===== src/rtl/hazard_pkg.sv =====
// rtl/hazard_pkg.sv - opcodes, FSM state enum and operand-usage helpers for hazard_detection
package hazard_pkg;

  localparam logic [6:0] OP_LOAD   = 7'b0000011;
  localparam logic [6:0] OP_STORE  = 7'b0100011;
  localparam logic [6:0] OP_BRANCH = 7'b1100011;
  localparam logic [6:0] OP_JAL    = 7'b1101111;
  localparam logic [6:0] OP_JALR   = 7'b1100111;
  localparam logic [6:0] OP_LUI    = 7'b0110111;
  localparam logic [6:0] OP_AUIPC  = 7'b0010111;
  localparam logic [6:0] OP_RTYPE  = 7'b0110011;

  typedef enum logic [1:0] {
    HZ_RUN      = 2'd0,
    HZ_LU_STALL = 2'd1,
    HZ_FREEZE   = 2'd2
  } hz_state_e;

  // rs1 is read by everything except the U-type instructions and JAL
  function automatic logic rs1_used(input logic [6:0] op);
    return !((op == OP_LUI) || (op == OP_AUIPC) || (op == OP_JAL));
  endfunction

  // rs2 is read only by R-type, stores and branches
  function automatic logic rs2_used(input logic [6:0] op);
    return (op == OP_RTYPE) || (op == OP_STORE) || (op == OP_BRANCH);
  endfunction

  // Loads and stores are the only instructions that wait on data memory
  function automatic logic is_mem_op(input logic [6:0] op);
    return (op == OP_LOAD) || (op == OP_STORE);
  endfunction

endpackage


===== src/rtl/hazard_stats.sv =====
// rtl/hazard_stats.sv - saturating stall/flush/freeze event counters
module hazard_stats
  import hazard_pkg::*;
#(
  parameter int CNT_W = 32
) (
  input  logic             clk,
  input  logic             reset,
  input  logic             stall_inc_i,
  input  logic             flush_inc_i,
  input  logic             freeze_inc_i,
  output logic [CNT_W-1:0] stall_cycles_o,
  output logic [CNT_W-1:0] flush_count_o,
  output logic [CNT_W-1:0] freeze_cycles_o
);

  logic [CNT_W-1:0] stall_q,  stall_d;
  logic [CNT_W-1:0] flush_q,  flush_d;
  logic [CNT_W-1:0] freeze_q, freeze_d;

  // Each counter advances by one on its event and sticks at all-ones
  always_comb begin
    stall_d  = stall_q;
    flush_d  = flush_q;
    freeze_d = freeze_q;
    if (stall_inc_i && !(&stall_q)) begin
      stall_d = stall_q + 1'b1;
    end
    if (flush_inc_i && !(&flush_q)) begin
      flush_d = flush_q + 1'b1;
    end
    if (freeze_inc_i && !(&freeze_q)) begin
      freeze_d = freeze_q + 1'b1;
    end
  end

  // Counter registers, cleared only by reset
  always_ff @(posedge clk) begin
    if (reset) begin
      stall_q  <= '0;
      flush_q  <= '0;
      freeze_q <= '0;
    end else begin
      stall_q  <= stall_d;
      flush_q  <= flush_d;
      freeze_q <= freeze_d;
    end
  end

  assign stall_cycles_o  = stall_q;
  assign flush_count_o   = flush_q;
  assign freeze_cycles_o = freeze_q;

endmodule


===== src/rtl/hazard_detection.sv =====
// rtl/hazard_detection.sv - load-use / redirect / memory-wait pipeline control; HAZARD_STATS_EN adds event counters
module hazard_detection
  import hazard_pkg::*;
#(
  parameter int CNT_W = 32
) (
  input  logic             clk,
  input  logic             reset,
  input  logic [4:0]       id_rs1,
  input  logic [4:0]       id_rs2,
  input  logic [6:0]       id_opcode,
  input  logic [4:0]       ex_rd,
  input  logic [6:0]       ex_opcode,
  input  logic             ex_redirect,
  input  logic [6:0]       mem_opcode,
  input  logic             dmem_ready,
  output logic             pc_write,
  output logic             if_id_write,
  output logic             if_id_flush,
  output logic             id_ex_write,
  output logic             id_ex_flush,
  output logic             ex_mem_write,
  output logic             mem_wb_flush,
`ifdef HAZARD_STATS_EN
  output logic [CNT_W-1:0] stall_cycles,
  output logic [CNT_W-1:0] flush_count,
  output logic [CNT_W-1:0] freeze_cycles,
`endif
  output logic [1:0]       hz_state
);

  hz_state_e state_q, state_d;

  logic load_use;
  logic mem_wait;
  logic take_wait;
  logic take_redirect;
  logic take_load_use;

  // Raw hazard detection; ex_rd != 0 also keeps x0 from ever matching
  always_comb begin
    load_use = (ex_opcode == OP_LOAD) && (ex_rd != 5'd0) &&
               ((rs1_used(id_opcode) && (id_rs1 == ex_rd)) ||
                (rs2_used(id_opcode) && (id_rs2 == ex_rd)));
    mem_wait = is_mem_op(mem_opcode) && !dmem_ready;
  end

  // Priority resolution; while reset is held every case is suppressed so the
  // outputs show the plain RUN values. A redirect seen during a freeze simply
  // waits here until dmem_ready lets it win.
  always_comb begin
    take_wait     = !reset && mem_wait;
    take_redirect = !reset && !mem_wait && ex_redirect;
    take_load_use = !reset && !mem_wait && !ex_redirect && load_use;
  end

  // Next state and control outputs; defaults are the no-hazard RUN values
  always_comb begin
    state_d      = HZ_RUN;
    pc_write     = 1'b1;
    if_id_write  = 1'b1;
    if_id_flush  = 1'b0;
    id_ex_write  = 1'b1;
    id_ex_flush  = 1'b0;
    ex_mem_write = 1'b1;
    mem_wb_flush = 1'b0;
    if (take_wait) begin
      pc_write     = 1'b0;
      if_id_write  = 1'b0;
      id_ex_write  = 1'b0;
      ex_mem_write = 1'b0;
      mem_wb_flush = 1'b1;
      state_d      = HZ_FREEZE;
    end else if (take_redirect) begin
      if_id_flush  = 1'b1;
      id_ex_flush  = 1'b1;
      state_d      = HZ_RUN;
    end else if (take_load_use) begin
      pc_write     = 1'b0;
      if_id_write  = 1'b0;
      id_ex_flush  = 1'b1;
      state_d      = HZ_LU_STALL;
    end
  end

  // State register
  always_ff @(posedge clk) begin
    if (reset) begin
      state_q <= HZ_RUN;
    end else begin
      state_q <= state_d;
    end
  end

  assign hz_state = state_q;

`ifdef HAZARD_STATS_EN
  hazard_stats #(
    .CNT_W (CNT_W)
  ) u_stats (
    .clk             (clk),
    .reset           (reset),
    .stall_inc_i     (take_load_use),
    .flush_inc_i     (take_redirect),
    .freeze_inc_i    (take_wait),
    .stall_cycles_o  (stall_cycles),
    .flush_count_o   (flush_count),
    .freeze_cycles_o (freeze_cycles)
  );
`else
  logic unused_cnt_w;
  assign unused_cnt_w = (CNT_W > 0);
`endif

endmodule


===== config.mk =====
export PLATFORM = sky130hd
export DESIGN_NAME = hazard_detection
export DESIGN_NICKNAME = d
export VERILOG_FILES = /design/src/rtl/hazard_pkg.sv /design/src/rtl/hazard_stats.sv /design/src/rtl/hazard_detection.sv
export SDC_FILE = /design/constraint.sdc
export NUM_CORES = 1
export LEC_CHECK = 0
export BUFFER_PORTS_ARGS = -buffer_cell sky130_fd_sc_hd__buf_2
export CAP_MARGIN = 5
export CORE_AREA = 5 5 42 44
export CTS_BUF_LIST = sky130_fd_sc_hd__clkbuf_8
export DETAILED_ROUTE_END_ITERATION = 8
export DIE_AREA = 0 0 47 49
export PLACE_DENSITY = 0.79
export SLEW_MARGIN = 20
export SYNTH_ARGS = -nofsm -noshare
export SYNTH_HDL_FRONTEND = slang
export SYNTH_SLANG_ARGS = --single-unit

===== constraint.sdc =====
create_clock -name clk -period 2.4 [get_ports clk]
set_clock_uncertainty 0.05 [all_clocks]
set_input_delay 0.36 -clock clk [delete_from_list [all_inputs] [get_ports clk]]
set_output_delay 0.36 -clock clk [all_outputs]
set_load 0.02 [all_outputs]

==> flow_summary.rst <==
.. list-table::
   :header-rows: 1

   * - Metric
     - Value
   * - Overall via count from detail_route
     - between 400 and 500
   * - Final cell area excluding filler cells
     - roughly 630 sq um
   * - Filler cells
     - 161
   * - Worst hold path type
     - in2reg
   * - Total DRC errors in the routed layout
     - 0
   * - Top delay family on crit path
     - simple AND/OR/NAND/NOR gates
   * - Total Neg Setup Slack
     - 0 ns
   * - Standard-cell rows
     - 14
   * - Routability congestion estimate from global placement
     - a little over 0.7
   * - Total clock buffers created by CTS
     - 3
   * - CP most frequent cell
     - buf_2
   * - Initial antenna violation count
     - 0
   * - Number of buffers added for setup after CTS
     - 0
   * - Die boundary width
     - around 47 um
   * - Actual transition at the worst max-transition pin
     - ~0.36 ns
   * - Worst endpoint required time
     - between 1.5 and 2 ns
   * - Area of the placeable core
     - approximately 1400 sq um
   * - Initial cell density of the core
     - around a quarter
   * - Power density normalized to cell area
     - 366 nW/um^2
   * - Final Hold Vio Count
     - 0
   * - Total of flip-flops plus latches after synthesis
     - 2
   * - Detailed-router iteration count before antenna repair
     - 4
   * - Die Footprint
     - 2300 sq um
   * - GRT Util Overall
     - a little under an eighth
   * - Crit path capture type
     - output port
   * - Buffers & Inverters on Critical Path
     - 2
   * - Non-filler instance count after layout
     - about 110
   * - Top cell type's share of synthesized area
     - around an eighth
   * - Dpl cell area
     - 591 sq um
   * - CTS Hold Bufs
     - 0
   * - Post-Syn Nets
     - slightly above 80
   * - Worst hold-check slack
     - between 0.2 and 0.3 ns
   * - Clock-pin transition on the worst setup and hold timing paths
     - 0.03 ns
   * - Per-cell routed wire length
     - between 10 and 15 um
   * - Number of nets in the finished design
     - 133
   * - Number of gates resized after cts
     - 0
   * - Maximum operating frequency
     - around 430 MHz
   * - Worst-case setup slack after placement
     - 0.0940 ns
   * - Period utilisation layout
     - 95.9%
   * - Share of final-layout standard cells stronger than drive strength 1
     - 62.6%
   * - Top library cells by usage in the layout, fill and taps aside
     - 47 x buf_2, 5 x xor2_1, 5 x xnor2_1
   * - Layout overhead on the synthesized area
     - 87.0%
   * - Worst-case setup margin in the final layout
     - roughly 0.097 ns
   * - Outcome
     - finished, final reports clean
   * - Root Buffer
     - clkbuf_8
   * - Remaining max-slew budget at the tightest pin
     - approximately three quarters
   * - Number of standard cells after synthesis
     - 42
   * - Path type of the worst setup path
     - in2out
   * - H-tree lvl count
     - 1
   * - WP data arrival
     - roughly 1.9 ns
   * - Clk buf depth
     - 2
   * - Flip-flop count of the largest register, all copies and words added
     - 2
   * - First-iteration detailed-routing DRC count
     - 6
   * - Syn Area/Cell
     - just over 8 sq um
   * - Number of slew-limit violations in the final report
     - 0
   * - Max stage delay cell, worst path
     - or4_1
   * - Biggest area contributors in the synthesized netlist
     - xnor2_1 13%, xor2_1 13%, dfxtp_1 12%
   * - Synth cell types
     - 26
   * - Most frequent standard cell in the layout excluding fill and tap cells
     - buf_2
   * - CTS tree
     - built
   * - Pin count of the biggest net entering global routing
     - 4
   * - Largest stage delay, worst path
     - ~0.54 ns
   * - Post-Synthesis Cell Area
     - 338 sq um
   * - Final Setup Violations
     - 0
   * - Number of antenna repair diodes
     - 0
   * - Post-synthesis cell type with the largest combined area
     - xnor2_1
   * - Setup repair after global routing missed its margin
     - no
   * - Sequential share of the synthesized area
     - about an eighth
   * - Total instance count after detailed placement
     - ~100
   * - Crit path launch type
     - input port
   * - Number of warnings issued by yosys
     - 0
   * - Vertical extent of the die
     - between 40 and 50 um
   * - Number of buffer cells added on primary ports
     - between 40 and 50
   * - Overall power
     - 231 uW
   * - Number of maximum-capacitance violations
     - 0
   * - Total half-perimeter wirelength after legalization and detailed placement
     - around 1200 um
   * - Ordered cell list for the critical path
     - buf_2 > or4_1 > o211a_1 > and4_1 > a211o_1 > buf_2
   * - Total length of routed wires
     - around 1300 um
   * - Number of sinks handled by clock tree synthesis
     - 2
   * - Number of placed I/O pins
     - between 40 and 50
   * - Post-Route Utilization
     - roughly 45%
   * - Max Fanout on Critical Path
     - 3
   * - Global route total overflow
     - 0
   * - Post-layout min period
     - approximately 2.3 ns
   * - Global-route wire length before repair
     - 1960 um
   * - Worst voltage drop across the vdd grid
     - ~0.00022 V
   * - Antenna Nets Post-Route
     - 0
   * - Detail-routed via count per cell
     - around 4.6
   * - Pleak
     - around 0.34 nW
   * - Number of global-route vias before repair
     - 518
## Yosys cell counts (all sizes together)
| library cell | number |
|---|---|
| a211o | 1 |
| a211oi | 1 |
| a21oi | 1 |
| and2 | 4 |
| and3 | 1 |
| and4 | 2 |
| and4bb | 1 |
| buf | 2 |
| dfxtp | 2 |
| inv | 1 |
| nand2 | 2 |
| nand3 | 1 |
| nor2 | 2 |
| nor2b | 1 |
| nor3 | 1 |
| nor4 | 3 |
| nor4bb | 1 |
| o2111a | 1 |
| o211a | 1 |
| o21a | 1 |
| or3b | 1 |
| or4 | 1 |
| xnor2 | 5 |
| xor2 | 5 |
## cell type report
type	instances	area (sq um)	share of cell area, %
Multi-Input combinational cell	37	284	45.0
Timing Repair Buffer	48	243	38.4
Inverter	1	3.75	0.594
Clock buffer	3	41.3	6.53
Sequential cell	2	40.0	6.34
Tap cell	16	20.0	3.17
## cell families after synthesis
logic type                Yosys count  share of synthesized area (%)
xor gates and xnor gates           10                           25.9
DFF                                 2                           11.9
and+or+nand+nor                    21                           41.9
AOI/OAI and AO/OA                   6                           14.8
buffers and inverters               3                           5.55
## power by group
part | internal [mW] | total (mW) | switching [mW]
sequential | 0.0336 | 0.0336 | 0.0000165
clock | 0.106 | 0.131 | 0.0248
combinational | 0.0395 | 0.0670 | 0.0275
total | 0.179 | 0.231 | 0.0523
## final timing paths
path / from / end / slack, ns / cells past startpoint
hold / removal: reset / hz_state[1]$_SDFF_PP0_ / 0.30 / 2
setup / recovery: ex_rd[1] / id_ex_flush / 0.1 / 6
## per-layer routing
| layer | track usage (%) | wire length [um] | vias to the layer above |
|---|---|---|---|
| li1 | - | - | 252 |
| met1 | 12.4 | 445 | 202 |
| met2 | 19.7 | 611 | 37 |
| met3 | 3.32 | 186 | 2 |
| met4 | 6.91 | 17 | 0 |
| met5 | 0 | 0 | - |
No activity file was read; power rests on OpenSTA's default activity.
